<file path="src/rtl/hs32_regctl.sv">
// Client-side controller for the HS32 dual-port register file: arbitrates the
// shared file port between operand reads and writebacks, and buffers read results.
module hs32_regctl #(
    parameter int unsigned MAX_WR_STREAK = 2,
    parameter int unsigned ADDR_W        = 4,
    parameter int unsigned DATA_W        = 32
) (
    input  logic              clk,
    input  logic              reset,
    input  logic              rd_valid,
    output logic              rd_ready,
    input  logic [ADDR_W-1:0] rd_a1,
    input  logic [ADDR_W-1:0] rd_a2,
    output logic              rs_valid,
    input  logic              rs_ready,
    output logic [DATA_W-1:0] rs_d1,
    output logic [DATA_W-1:0] rs_d2,
    input  logic              wb_valid,
    output logic              wb_ready,
    input  logic [ADDR_W-1:0] wb_adr,
    input  logic [DATA_W-1:0] wb_din,
    output logic              rf_we,
    output logic [ADDR_W-1:0] rf_wadr,
    output logic [DATA_W-1:0] rf_din,
    output logic [ADDR_W-1:0] rf_radr1,
    output logic [ADDR_W-1:0] rf_radr2,
    input  logic [DATA_W-1:0] rf_dout1,
    input  logic [DATA_W-1:0] rf_dout2
);

    typedef enum logic [1:0] {IDLE, RD_WAIT, HOLD} state_t;

    state_t            state, state_nxt;
    logic [2:0]        streak, streak_nxt;
    logic              read_grant;
    logic [ADDR_W-1:0] radr1_q, radr2_q;

    always_comb begin
        read_grant = 1'b0;
        wb_ready   = 1'b0;
        state_nxt  = state;
        streak_nxt = streak;

        // Writes win by default; a waiting read is forced through once the streak limit is reached.
        if (!reset) begin
            read_grant = (state == IDLE) && rd_valid &&
                         (!wb_valid || 32'(streak) >= MAX_WR_STREAK);
            wb_ready   = wb_valid && !read_grant;
        end

        case (state)
            IDLE:    if (read_grant) state_nxt = RD_WAIT;
            RD_WAIT: state_nxt = HOLD;
            HOLD:    if (rs_valid && rs_ready) state_nxt = IDLE;
            default: state_nxt = IDLE;
        endcase

        if (read_grant || (state == IDLE && !rd_valid))
            streak_nxt = '0;
        else if (state == IDLE && rd_valid && wb_ready && streak != 3'd7)
            streak_nxt = streak + 3'd1;
    end

    assign rd_ready = read_grant;
    assign rf_we    = wb_valid && wb_ready;
    assign rf_wadr  = wb_adr;
    assign rf_din   = wb_din;
    // Bypass so the file samples the requested addresses at the grant edge.
    assign rf_radr1 = read_grant ? rd_a1 : radr1_q;
    assign rf_radr2 = read_grant ? rd_a2 : radr2_q;

    always_ff @(posedge clk or posedge reset) begin
        if (reset) begin
            state  <= IDLE;
            streak <= '0;
        end else begin
            state  <= state_nxt;
            streak <= streak_nxt;
        end
    end

    always_ff @(posedge clk or posedge reset) begin
        if (reset) begin
            rs_valid <= 1'b0;
            rs_d1    <= '0;
            rs_d2    <= '0;
            radr1_q  <= '0;
            radr2_q  <= '0;
        end else begin
            if (read_grant) begin
                radr1_q <= rd_a1;
                radr2_q <= rd_a2;
            end
            if (state == RD_WAIT) begin
                rs_d1    <= rf_dout1;
                rs_d2    <= rf_dout2;
                rs_valid <= 1'b1;
            end else if (state == HOLD && rs_valid && rs_ready) begin
                rs_valid <= 1'b0;
            end
        end
    end

endmodule

</file>
<file path="config.mk">
export PLATFORM = sky130hd
export DESIGN_NAME = hs32_regctl
export DESIGN_NICKNAME = d
export VERILOG_FILES = /design/src/rtl/hs32_regctl.sv
export SDC_FILE = /design/constraint.sdc
export NUM_CORES = 1
export LEC_CHECK = 0
export BUFFER_PORTS_ARGS = -buffer_cell sky130_fd_sc_hd__buf_2
export CAP_MARGIN = 25
export CORE_AREA = 3 3 95 97
export CTS_BUF_LIST = sky130_fd_sc_hd__clkbuf_4
export CTS_CLUSTER_DIAMETER = 150
export DETAILED_ROUTE_END_ITERATION = 10
export DIE_AREA = 0 0 98 100
export GPL_TIMING_DRIVEN = 0
export PLACE_DENSITY_LB_ADDON = 0.05
export SYNTH_ARGS = -nofsm -noshare
export SYNTH_HDL_FRONTEND = slang
export SYNTH_SLANG_ARGS = --single-unit
</file>
<file path="constraint.sdc">
create_clock -name clk -period 3.1 [get_ports clk]
set_input_delay 0.31 -clock clk [delete_from_list [all_inputs] [get_ports clk]]
set_output_delay 0.31 -clock clk [all_outputs]
set_load 0.1 [all_outputs]
</file>
* Yosys cells after proc, flatten, opt, wreduce, memory -nomap -nowiden
Cells that the tools add are included.
Cells by class: multiply operators 0, $lt $le $gt $ge 1, reductions and logical operators 19, divide/modulo/power cells 0, add/sub/neg operators 1, mux-type cells 11, bitwise gates (word level) 0, shifts and indexed selects 0, eq/ne operators 5
Operator list (number):
- 1-bit logical AND | 10
- 4-bit 2-to-1 mux | 2
- 3-bit 2-to-1 mux | 2
- 2-bit one-hot mux with 3 select lines | 1
- 1-bit 2-to-1 mux | 4
- 2-bit 2-to-1 mux | 2
- 2-bit inequality test (second input constant) | 2
- 2-bit nonzero test | 2
- 3-bit by 1-bit adder with 3-bit output (second input constant) | 1
- 3-bit by 2-bit >= comparator with 1-bit output (second input constant) | 1
- 1-bit logical NOT | 3
- 3-bit inequality test (second input constant) | 1
- 2-bit by 1-bit equality test with 1-bit output (second input constant) | 1
- 2-bit equality test (second input constant) | 1
- 2-bit logical NOT | 1
- 1-bit logical OR | 2
- 2-bit AND reduction | 1
Storage, ports and cells: bits of input ports 113, bits in registers 78, output and inout bits 112, memories 0, memory bits (read-only) 0, bits in writable memories 0, latch bits 0, logic and storage cells 44

* Logic depth before layout (Yosys ltp)
Gate-level depths: netlist of run 1.
depth in word-level cells 10, gate-level depth with buffers 6, mapped depth without buffers 5

* Least setup slack after synthesis of run 1
Ideal clock, no wire load.
kind register to output, start reg streak[1], end out rd_ready, arrival time 3.639 ns, stages on the path, launching flop included 4, path slack -0.849 ns, cell sequence dfrtp_1 ha_1 nor4b_4 nor4bb_1
Between the ends: word-level cells in the longest chain between the ends 4
Ends and longest elaborated chain:
- start, declared | RTL line 34 | logic [2:0] streak, streak_nxt;
- start signal, assigned | RTL line 78 | streak <= streak_nxt;
- 3-bit by 2-bit >= comparator with 1-bit output | RTL line 47 | (!wb_valid || 32'(streak) >= MAX_WR_STREAK);
- 1-bit logical OR | RTL line 47
- 1-bit logical AND | RTL line 46 | read_grant = (state == IDLE) && rd_valid &&
- 1-bit 2-to-1 mux | RTL line 45 | if (!reset) begin
- end, declared | RTL line 11 | output logic rd_ready,
Every way passes these cells.

* Final worst setup path of run 1
start reg streak[0], end out rf_radr1[0]
Between the ends: word-level cells in the longest chain between the ends 5
Ends and longest elaborated chain:
- 3-bit by 2-bit >= comparator with 1-bit output | RTL line 47
- 1-bit logical OR | RTL line 47
- 1-bit logical AND | RTL line 46
- 1-bit 2-to-1 mux | RTL line 45
- 4-bit 2-to-1 mux
- end, declared | RTL line 25 | output logic [ADDR_W-1:0] rf_radr1,
Every way passes these cells.

==> results by group, run 1 <==
Timing
  • Slew at the pin closest to its max-slew limit: 0.8329 ns
  • Highest Clock Rate: between 300 and 400 MHz
  • Clk_skew: 0.01101 ns
  • Pins over their slew limit: 0
  • Setup ws final: 0.4482 ns
  • RSZ-0062 raised after global routing: false
  • WHS: 0.1190 ns
  • Rel. slew slack: 44.36%
  • Final setup viols: 0
  • Final Cycle Share: 85.54%
  • Final Critical Period: 2.652 ns
  • Hold violation count in the final report: 0
  • Post-Route Setup TNS: 0 ns

Clocking
  • Num CTS Buffers: 9
  • Clock sink count: slightly below 80
  • Post-CTS Hold Buffers: 0
  • H-tree lvl count: 3
  • Clock Tree Root: clkbuf_4
  • CTS tree: done
  • Clock Latency Late Sink: 0.40 ns
  • Resized cells post-CTS: 0
  • Max Root-Sink Buffers: 2
  • # Post-CTS Setup Buffers: 0
  • Clock-pin slew on the worst setup and hold paths: 0.12 ns

Floorplanning
  • Total Die Area: 0.009800 mm2
  • Row cnt: 33
  • Core ar.: 0.008217 mm2
  • Initial Util: 43.67%
  • Die Y-Extent: around 100 um
  • Num ports: 225
  • Die W: just under 100 um

Critical path
  • Crit. End Element: output port
  • Crit. path cell count: 7
  • Worst path required time: 2.79 ns
  • Worst reg2reg path endpoint: radr1_q[0]
  • Crit-path max FO: 9
  • Worst r2r src: streak[0]
  • R2R Setup Slk: 1.36 ns
  • Data arrival time of the worst path: 2.34 ns
  • Crit path cell chain: inv_1 -> ha_1 -> nor4b_4 -> nor4bb_2 -> buf_6 -> mux2_4 -> buf_2
  • Setup CP Type: reg2out
  • Reg2reg path depth: 6
  • Slowest Stage Delay on Critical Path: 0.44 ns
  • WP buf/inv: 3
  • CP max stage cell: dfrtp_1
  • Startpoint types: register
  • Cell family with most CP delay: buffers and inverters

Layout
  • Area delta synth->final: 34.69%
  • Commonest cells after routing, fill and taps aside: 189 x buf_2, 78 x dfrtp_1, 48 x mux2_4, 36 x buf_4, 15 x mux2_2
  • Commonest non-fill, non-tap cell in the layout: buf_2
  • Share of post-route cells with drive strength above 1: 73.66%
  • Post-route cell area: 0.004833 mm2
  • Ant diodes: 0
  • Nets@finish: 543

Place
  • Post-DP HPWL: approximately 6.2 mm
  • Placed cell areas: 0.004691 mm2
  • IO Port Bufs: between 150 and 200
  • DP Worst Slack: 0.8892 ns
  • RePlAce Congestion: 0.7445

Logic synthesis
  • Post-Syn Area per Cell: around 16 um2
  • Seq/Total Area, Yosys: a little over half
  • Yosys warnings: 0
  • Synth Register Bits: 78
  • Library cells used by synthesis: 29
  • Mapped Cells: ~230
  • Syn Nets: 343
  • Mapped Area: between 0.003 and 0.004 mm2

Global routing
  • Antenna violations before repair: 0
  • Met3 GRT Util: 3.961%
  • Global route hottest layer: met2
  • Largest net degree at the start of global routing: 43
  • GR Util met2: 27.38%
  • GR Util All Layers: 15.64%
  • Met1 capacity usage during global routing: between 10% and 20%
  • First-pass GRT wire length: 12.23 mm
  • Total congestion overflow: 0
  • Vias in the first global route: 2480

Routing
  • Post-Route WL: 7.870 mm
  • DR WL/cell: 14.74 um
  • Vias per cell: 4.599
  • Initial DRC Count: 30
  • Vias: around 2500
  • Residual DRC: 0
  • Antenna Violating Nets Remaining: 0
  • Pre-antenna DRT Iters: 4

Flow run
  • Reported max-cap violation count: 0

Run status
  • Status: finished clean

Worst hold path
  • Hold/Removal Path Class: in2async
==> through the flow <==
stage | instances | util, %
global placement | 520 | 56.84
detailed placement | 521 | 57.09
floorplan | 227 | -
finish | 534 | 58.82
global route | 534 | 58.82
CTS | 534 | 58.82
==> sequential cells by signal, summed over array words and instances (netlist names) <==
signal,flops
radr1_q,4
radr2_q,4
rs_d1,32
rs_d2,32
rs_valid,1
state,2
streak,3
==> kinds of logic (layout without fill, tap and decap cells) <==
| logic type | Yosys count | count (layout) | share of synthesized area, % |
|---|---|---|---|
| and+or+nand+nor | 15 | 15 | 3.417 |
| muxes | 72 | 72 | 27.62 |
| buffers and inverters | 48 | 250 | 11.37 |
| adders and majority gates | 3 | 3 | 1.046 |
| AOI/OAI and AO/OA | 11 | 11 | 2.162 |
| DFF | 78 | 78 | 54.39 |
==> routing by layer <==
| metal | vias to the layer above | share of wire (%) | wire length, um |
|---|---|---|---|
| met2 | 116 | 53 | 4139 |
| met1 | 1179 | 38 | 3027 |
| met4 | 0 | 1.3 | 103 |
| met3 | 10 | 7.6 | 600 |
| met5 | - | 0 | 0 |
| li1 | 1151 | - | - |
==> worst register-to-register path, delay by kind of cell (launching register included) <==
family,cells,cell delay (ns)
flops,1,0.44
fa+ha+maj,1,0.23
simple gates,2,0.43
mux,1,0.31
buf+inv,2,0.22
==> synth_stat cells <==
library cell / count / share of area (%)
a211o_1: 1 / 0.24
a21o_1: 1 / 0.21
a21oi_1: 2 / 0.28
buf_12: 4 / 2.2
buf_2: 1 / 0.14
buf_4: 36 / 7.5
buf_6: 2 / 0.63
buf_8: 1 / 0.42
dfrtp_1: 78 / 54
ha_1: 3 / 1.0
inv_1: 4 / 0.42
mux2_1: 9 / 2.8
mux2_2: 15 / 4.7
mux2_4: 48 / 20
nand2_1: 5 / 0.52
nand4_1: 1 / 0.17
nor2_4: 1 / 0.31
nor2b_1: 1 / 0.17
nor2b_2: 1 / 0.24
nor3_1: 1 / 0.14
nor3b_1: 1 / 0.21
nor4b_4: 1 / 0.66
nor4bb_1: 1 / 0.28
nor4bb_2: 1 / 0.45
o2111ai_1: 1 / 0.24
o211a_1: 2 / 0.56
o211ai_1: 1 / 0.21
o21ai_0: 3 / 0.42
or3b_2: 1 / 0.24
==> layout make-up <==
class	count	area [um2]
clock buffer	9	67.56
inverter	4	18.77
fill	698	3383
buffer	44	392.9
multi-input combinational	101	1235
clock inverter	4	75.07
sequential	78	1952
tap	105	131.4
timing repair buffer	189	960.9
==> worst max-delay path by stage <==
stage / endpoint / start
2_1_floorplan: rd_ready / streak[1]
3_3_place_gp: wb_ready / reset
3_5_place_dp: rf_radr2[2] / streak[0]
4_1_cts: rf_radr2[2] / streak[0]
5_1_grt: rf_radr2[2] / streak[0]
6_report: rf_radr1[0] / streak[0]
Power of run 1 is not shown: default switching activity piles up to over one toggle a cycle in this logic, so the estimate is an artifact.
==> run 2: changes to the inputs <==
Settings changed: CAP_MARGIN 25 to not set, CELL_PAD_IN_SITES_DETAIL_PLACEMENT set to 0, CELL_PAD_IN_SITES_GLOBAL_PLACEMENT set to 1, CORE_AREA 3 3 95 97 to 3 3 107 109, DIE_AREA 0 0 98 100 to 0 0 110 112.
==> run 2 against run 1 <==
- worst hold slack better by 0.0069 ns
- register-to-register slack is essentially flat
- maximum frequency fell by 0.74%
- non-clock buffer count increased by 2
- first-iteration DRC count up 67%
- critical path depth stayed put
- die area rose by 26%
- flip-flop and latch count unchanged
- final cell count up 7.5%
- sequential share of layout area is 0.36 points lower
- clock skew increased by 0.00088 ns
- global-route usage is 2.0 points lower
==> results by group, run 2 (synthesis results as in run 1) <==
Worst hold path
  • Worst hold start: rf_dout2[19]
  • Worst Hold Depth: 2
  • Hold/Removal Path Class: in2reg
  • Worst Hold End: rs_d2[19]

Routing
  • Vias per cell: 4.300 (-6.5%)
  • Post-Route WL: 8.438 mm (+7.2%)
  • Pre-antenna DRT Iters: 4 (unchanged)
  • Vias: 2468 (+0.49%)
  • Antenna Violating Nets Remaining: 0 (unchanged)
  • Residual DRC: 0 (unchanged)
  • DR WL/cell: 14.70 um (-0.25%)
  • Initial DRC Count: 50 (+67%)

Timing
  • RSZ-0062 raised after global routing: false
  • Hold violation count in the final report: 0 (unchanged)
  • Final Cycle Share: 86.18% (+0.64 points)
  • Final Critical Period: 2.672 ns (+0.01988 ns)
  • Post-Route Setup TNS: 0 ns (unchanged)
  • Highest Clock Rate: 374.3 MHz (-0.74%)
  • Final setup viols: 0 (unchanged)
  • Slew at the pin closest to its max-slew limit: 0.5134 ns (-0.3195 ns)
  • Pins over their slew limit: 0 (unchanged)
  • Setup ws final: 0.4283 ns (-0.01988 ns)
  • Clk_skew: 0.01189 ns (+0.0008822 ns)
  • Rel. slew slack: 66.01% (+22 points)
  • WHS: 0.1260 ns (+0.006920 ns)

Floorplanning
  • Total Die Area: 0.01232 mm2 (+26%)
  • Core ar.: 0.01070 mm2 (+30%)
  • Row cnt: 38 (+15%)
  • Die W: 110 um (+12%)
  • Num ports: 225 (unchanged)
  • Initial Util: 33.54% (-10 points)
  • Die Y-Extent: 112 um (+12%)

Place
  • Post-DP HPWL: 6.652 mm (+7.1%)
  • DP Worst Slack: 0.8685 ns (-0.02077 ns)
  • Placed insts: 557 (+6.9%)
  • IO Port Bufs: 188 (unchanged)
  • RePlAce Congestion: 0.7265 (-2.4%)

Layout
  • Share of post-route cells with drive strength above 1: 73.50% (-0.16 points)
  • Biggest regs: rs_d1: 32 flops, rs_d2: 32 flops
  • Area delta synth->final: 35.91%
  • Post-Layout Cell Count: 574 (+7.5%)
  • Nets@finish: 545 (+0.37%)
  • Commonest cells after routing, fill and taps aside: 189 x buf_2, 78 x dfrtp_1, 48 x mux2_4, 36 x buf_4, 15 x mux2_2
  • Ant diodes: 0 (unchanged)
  • Commonest non-fill, non-tap cell in the layout: buf_2
  • Number of fill cells: 1007 (+44%)

Clocking
  • Clock sink count: 78 (unchanged)
  • H-tree lvl count: 3 (unchanged)
  • Num CTS Buffers: 9 (unchanged)
  • Clock-pin slew on the worst setup and hold paths: 0.13 ns (about the same)
  • Max Root-Sink Buffers: 2 (unchanged)
  • Clock Latency Late Sink: 0.40 ns (about the same)
  • Resized cells post-CTS: 0 (unchanged)
  • # Post-CTS Setup Buffers: 0 (unchanged)
  • CTS tree: done
  • Clock Tree Root: clkbuf_4

Global routing
  • Vias in the first global route: 2550 (+2.8%)
  • Largest net degree at the start of global routing: 37 (-14%)
  • GR Util All Layers: 13.64% (-2.0 points)
  • First-pass GRT wire length: 13.03 mm (+6.6%)
  • Antenna violations before repair: 1 (+1)
  • Total congestion overflow: 0 (unchanged)

Critical path
  • Reg2reg path depth: 6 (unchanged)
  • Setup CP Type: reg2out
  • Slowest Stage Delay on Critical Path: 0.45 ns (about the same)
  • Cell family with most CP delay: buffers and inverters
  • R2R Setup Slk: 1.35 ns (about the same)
  • Crit path cell chain: inv_1 -> ha_1 -> nor4b_4 -> nor4bb_2 -> buf_6 -> mux2_4 -> buf_2
  • WP buf/inv: 3 (unchanged)
  • Crit-path max FO: 9 (unchanged)
  • Worst r2r src: streak[0]
  • Worst path required time: 2.79 ns (about the same)
  • Data arrival time of the worst path: 2.36 ns (+0.02 ns)
  • Crit. End Element: output port
  • Worst reg2reg path endpoint: radr1_q[0]
  • CP max stage cell: dfrtp_1
  • Startpoint types: register
  • Crit. path cell count: 7 (unchanged)

Run status
  • Status: finished clean

Flow run
  • Reported max-cap violation count: 0 (unchanged)
run 2: changes by cell type in the layout (fill, tap and decap cells not counted), sizes merged:
| cell | previous run | this run |
|---|---|---|
| buf | 233 | 234 |
| clkbuf | 9 | 10 |
| inv | 3 | 4 |
| clkinv | 0 | 3 |
| bufinv | 2 | 0 |
| dlygate4sd3 | 0 | 1 |
run 2: cell type report:
| cell class | instances | area, um2 | share of cell area (%) |
|---|---|---|---|
| tap | 140 | 175.2 | 3.592 |
| clock inverter | 6 | 37.54 | 0.7696 |
| clock buffer | 10 | 75.07 | 1.539 |
| buffer | 44 | 392.9 | 8.055 |
| timing repair buffer | 191 | 991.0 | 20.32 |
| sequential | 78 | 1952 | 40.02 |
| multi-input combinational | 101 | 1235 | 25.32 |
| inverter | 4 | 18.77 | 0.3848 |
run 2: worst max path at each step:
stage | from | to | slack (ns)
after global placement | reset | rf_we | -0.007
after floorplan | streak[1] | rd_ready | 0.23
final | streak[0] | rf_radr1[0] | 0.43
after global routing | streak[0] | rf_radr1[0] | 0.24
after detailed placement | streak[0] | rf_radr1[0] | 0.87
after CTS | streak[0] | rf_radr1[0] | 0.36
run 2: worst reg2reg max path, cell delays in order, from the launching register on:
cell,delay [ns]
dfrtp_1,0.46
inv_1,0.08
ha_1,0.21
nor4b_4,0.08
nor4bb_2,0.30
buf_6,0.21
mux2_4,0.32
run 2: stage by stage:
stage / area (um2) / utilization, %
5_1_grt: 4877 / 45.59
2_1_floorplan: 3598 / -
6_report: 4877 / 45.59
4_1_cts: 4877 / 45.59
3_5_place_dp: 4755 / 44.44
3_3_place_gp: 4715 / 44.07
run 2: layer usage:
metal / vias to the layer above / GRT usage (%) / share of wire, %
met3: 10 / 3.884 / 10
met1: 1173 / 17.33 / 41
li1: 1154 / - / -
met4: 2 / 4.738 / 1.2
met2: 129 / 22.05 / 48
met5: - / 0 / 0.13
run 2: repair_timing:
item	in CTS	in global routing
hold buffers	1	0
hold endpoints to repair	16	0
endpoints found under the setup margin	0	0
Power of run 2 is left out for the same reason.
==> run 3: changes to the inputs <==
Settings changed: ABC_AREA set to 1, CORE_AREA 3 3 107 109 to 3 3 109 111, DIE_AREA 0 0 110 112 to 0 0 112 114, TNS_END_PERCENT set to 10.
==> run 3 against run 2 <==
- design area decreased by 2.2%
- count of clock-buffer cells in the layout decreased by 1
- synthesized cell count increased by 12%
- critical path type is now in2out
- flip-flop and latch count unchanged
- via count increased by 0.77%
- non-clock buffer count unchanged
- highest routed layer is now met4
- clock skew increased by 0.015 ns
- worst hold slack got worse by 0.013 ns
- setup slack improved by 0.10 ns
- maximum frequency increased by 3.9%
- register-to-register slack improved by 0.24 ns
- critical path depth increased by 2
==> results by group, run 3 <==
Global routing
  • Largest net degree at the start of global routing: 40 (+8.1%)
  • Vias in the first global route: 2463 (-3.4%)
  • GR Util All Layers: 12.32% (-1.3 points)
  • First-pass GRT wire length: 12.57 mm (-3.5%)
  • Antenna violations before repair: 0 (-1)
  • Total congestion overflow: 0 (unchanged)

Routing
  • Vias per cell: 4.138 (-3.8%)
  • Initial DRC Count: 107 (+110%)
  • DR WL/cell: 13.40 um (-8.9%)
  • Antenna Violating Nets Remaining: 0 (unchanged)
  • Vias: 2487 (+0.77%)
  • Residual DRC: 0 (unchanged)
  • Post-Route WL: 8.051 mm (-4.6%)
  • Pre-antenna DRT Iters: 4 (unchanged)

Logic synthesis
  • Synth Register Bits: 78 (unchanged)
  • Syn Nets: 371 (+8.2%)
  • Most frequent cell after synthesis: dfrtp_1
  • Seq/Total Area, Yosys: 56.07% (+1.7 points)
  • Post-Syn Area per Cell: 13.65 um2 (-14%)
  • Post-synth top cells: 78 x dfrtp_1, 38 x mux2_4, 36 x buf_4, 36 x nand2_1, 26 x mux2_2
  • Post-synth EDFFs: 0 (unchanged)
  • Top FF cell, synth: dfrtp_1
  • Library cells used by synthesis: 20 (-31%)
  • Asr flop ratio synth: 100.0% (unchanged)
  • Yosys warnings: 0 (unchanged)
  • Cell taking the most area after synthesis: dfrtp_1
  • Mapped Cells: 255 (+12%)
  • Top cell type's share of synthesized area: 56.07% (+1.7 points)
  • Top cells by area, synth: dfrtp_1 56%, mux2_4 16%, mux2_2 8.4%, buf_4 7.8%, nand2_1 3.9%
  • Mapped Area: 0.003481 mm2 (-3.0%)

Layout
  • Commonest cells after routing, fill and taps aside: 190 x buf_2, 78 x dfrtp_1, 38 x mux2_4, 36 x nand2_1, 36 x buf_4
  • Post-Layout Cell Count: 601 (+4.7%)
  • Commonest non-fill, non-tap cell in the layout: buf_2
  • Number of fill cells: 1059 (+5.2%)
  • Area delta synth->final: 37.10%
  • Share of post-route cells with drive strength above 1: 68.76% (-4.7 points)
  • Nets@finish: 573 (+5.1%)
  • Biggest regs: rs_d1: 32 flops, rs_d2: 32 flops
  • Post-route cell area: 0.004772 mm2 (-2.2%)
  • Ant diodes: 0 (unchanged)

Clocking
  • Clock-pin slew on the worst setup and hold paths: 0.12 ns (about the same)
  • Clock sink count: 78 (unchanged)
  • Num CTS Buffers: 9 (unchanged)
  • Clock Latency Late Sink: 0.41 ns (about the same)
  • CTS tree: done
  • Clock Tree Root: clkbuf_4
  • Max Root-Sink Buffers: 2 (unchanged)
  • # Post-CTS Setup Buffers: 0 (unchanged)
  • H-tree lvl count: 3 (unchanged)

Critical path
  • Worst setup path start: reset
  • Slowest Stage Delay on Critical Path: 0.53 ns (+0.08 ns)
  • Startpoint types: input port
  • R2R Setup Slk: 1.59 ns (+0.24 ns)
  • Crit. End Element: output port
  • Setup CP Type: in2out
  • Crit-path max FO: 39 (+30)
  • Worst path required time: 2.79 ns (about the same)
  • Worst reg2reg path endpoint: radr1_q[1]
  • Data arrival time of the worst path: 2.26 ns (-0.10 ns)
  • Worst r2r src: streak[0]
  • CP max stage cell: dlygate4sd3_1
  • Crit path cell chain: dlygate4sd3_1 -> buf_2 -> clkinvlp_4 -> buf_12 -> nand3_2 -> clkinv_1 -> nand2_1 -> nand2_1 -> buf_2
  • Reg2reg path depth: 8 (+2)

Place
  • RePlAce Congestion: 0.7160 (-1.4%)
  • Placed cell areas: 0.004641 mm2 (-2.4%)
  • Placed insts: 585 (+5.0%)
  • IO Port Bufs: 188 (unchanged)
  • Post-DP HPWL: 6.236 mm (-6.2%)
  • DP Worst Slack: 1.027 ns (+0.1589 ns)

Timing
  • RSZ-0062 raised after global routing: false
  • Final Cycle Share: 82.93% (-3.3 points)
  • Final setup viols: 0 (unchanged)
  • Hold violation count in the final report: 0 (unchanged)
  • Rel. slew slack: 65.71% (-0.30 points)
  • Final Critical Period: 2.571 ns (-0.1008 ns)
  • Setup ws final: 0.5291 ns (+0.1008 ns)
  • Clk_skew: 0.02678 ns (+0.01488 ns)
  • Pins over their slew limit: 0 (unchanged)
  • Slew at the pin closest to its max-slew limit: 0.5180 ns (+0.004561 ns)
  • Highest Clock Rate: 389.0 MHz (+3.9%)

Floorplanning
  • Die W: 112 um (+1.8%)
  • Core ar.: 0.01089 mm2 (+1.8%)
  • Row cnt: 38 (unchanged)
  • Die Y-Extent: 114 um (+1.8%)
  • Initial Util: 31.97% (-1.6 points)
  • Total Die Area: 0.01277 mm2 (+3.6%)
  • Num ports: 225 (unchanged)

Flow run
  • Reported max-cap violation count: 0 (unchanged)

Worst hold path
  • Worst Hold Depth: 3 (+1)
  • Hold/Removal Path Class: in2reg
  • Worst Hold End: radr2_q[3]
  • Worst hold start: rd_a2[3]

Run status
  • Status: finished clean
-- run 3: worst max-delay path by stage --
| stage | end | slack [ns] | cells after the start |
|---|---|---|---|
| 3_3_place_gp | rf_radr1[1] | -0.51 | 7 |
| 5_1_grt | rf_radr2[2] | 0.35 | 9 |
| 4_1_cts | rf_radr1[1] | 0.47 | 9 |
| 6_report | rf_radr1[1] | 0.53 | 9 |
| 2_1_floorplan | radr1_q[0] | 0.14 | 5 |
| 3_5_place_dp | rf_radr1[1] | 1.03 | 8 |
-- run 3: cell type report --
type                    count  area [um2]  share of cell area, %
inverters                  11       45.04                 0.9439
clock buffers               9       67.56                  1.416
repair buffers            191       991.0                  20.77
clock inverters             6       53.80                  1.127
multi-input cells         122        1140                  23.89
plain buffers              44       347.8                  7.289
well taps                 140       175.2                  3.671
flip-flops and latches     78        1952                  40.90
-- run 3: cells by family (layout without fill, tap and decap cells) --
logic type / Yosys count / in the layout / share of synthesized area [%]
flip-flops: 78 / 78 / 56.07
multiplexers: 64 / 64 / 24.80
buffers and inverters: 55 / 261 / 11.18
AND/OR/NAND/NOR: 53 / 53 / 6.579
adder cells (fa/ha/maj): 3 / 3 / 1.078
AO/OA/AOI/OAI: 2 / 2 / 0.2876
-- run 3: timing repair --
action / in CTS / in global routing
resized for setup: 0 / 0
endpoints found under the hold margin: 2 / 0
hold buffers: 1 / 0
-- run 3: routing by layer --
metal | vias to the layer above | GRT usage [%] | routed length [um]
met5 | - | 0 | 0
li1 | 1203 | - | -
met1 | 1139 | 16.13 | 3374
met3 | 9 | 4.032 | 835
met4 | 0 | 4.327 | 91
met2 | 136 | 19.26 | 3749
-- run 3: per-stage QoR --
| stage | hold slack [ns] | setup TNS [ns] | util, % |
|---|---|---|---|
| floorplan | 0.4585 | 0 | - |
| global placement | 0.4578 | -4.390 | 42.25 |
| detailed placement | 0.2557 | 0 | 42.62 |
| CTS | 0.07482 | 0 | 43.83 |
| global route | 0.07984 | 0 | 43.83 |
| finish | 0.1125 | 0 | 43.83 |
-- run 3: worst max-delay path, delay by kind of cell --
kind	cells	cell delay (ns)
simple gates	3	0.27
buf+inv	6	1.67
Power of run 3 is left out for the same reason.
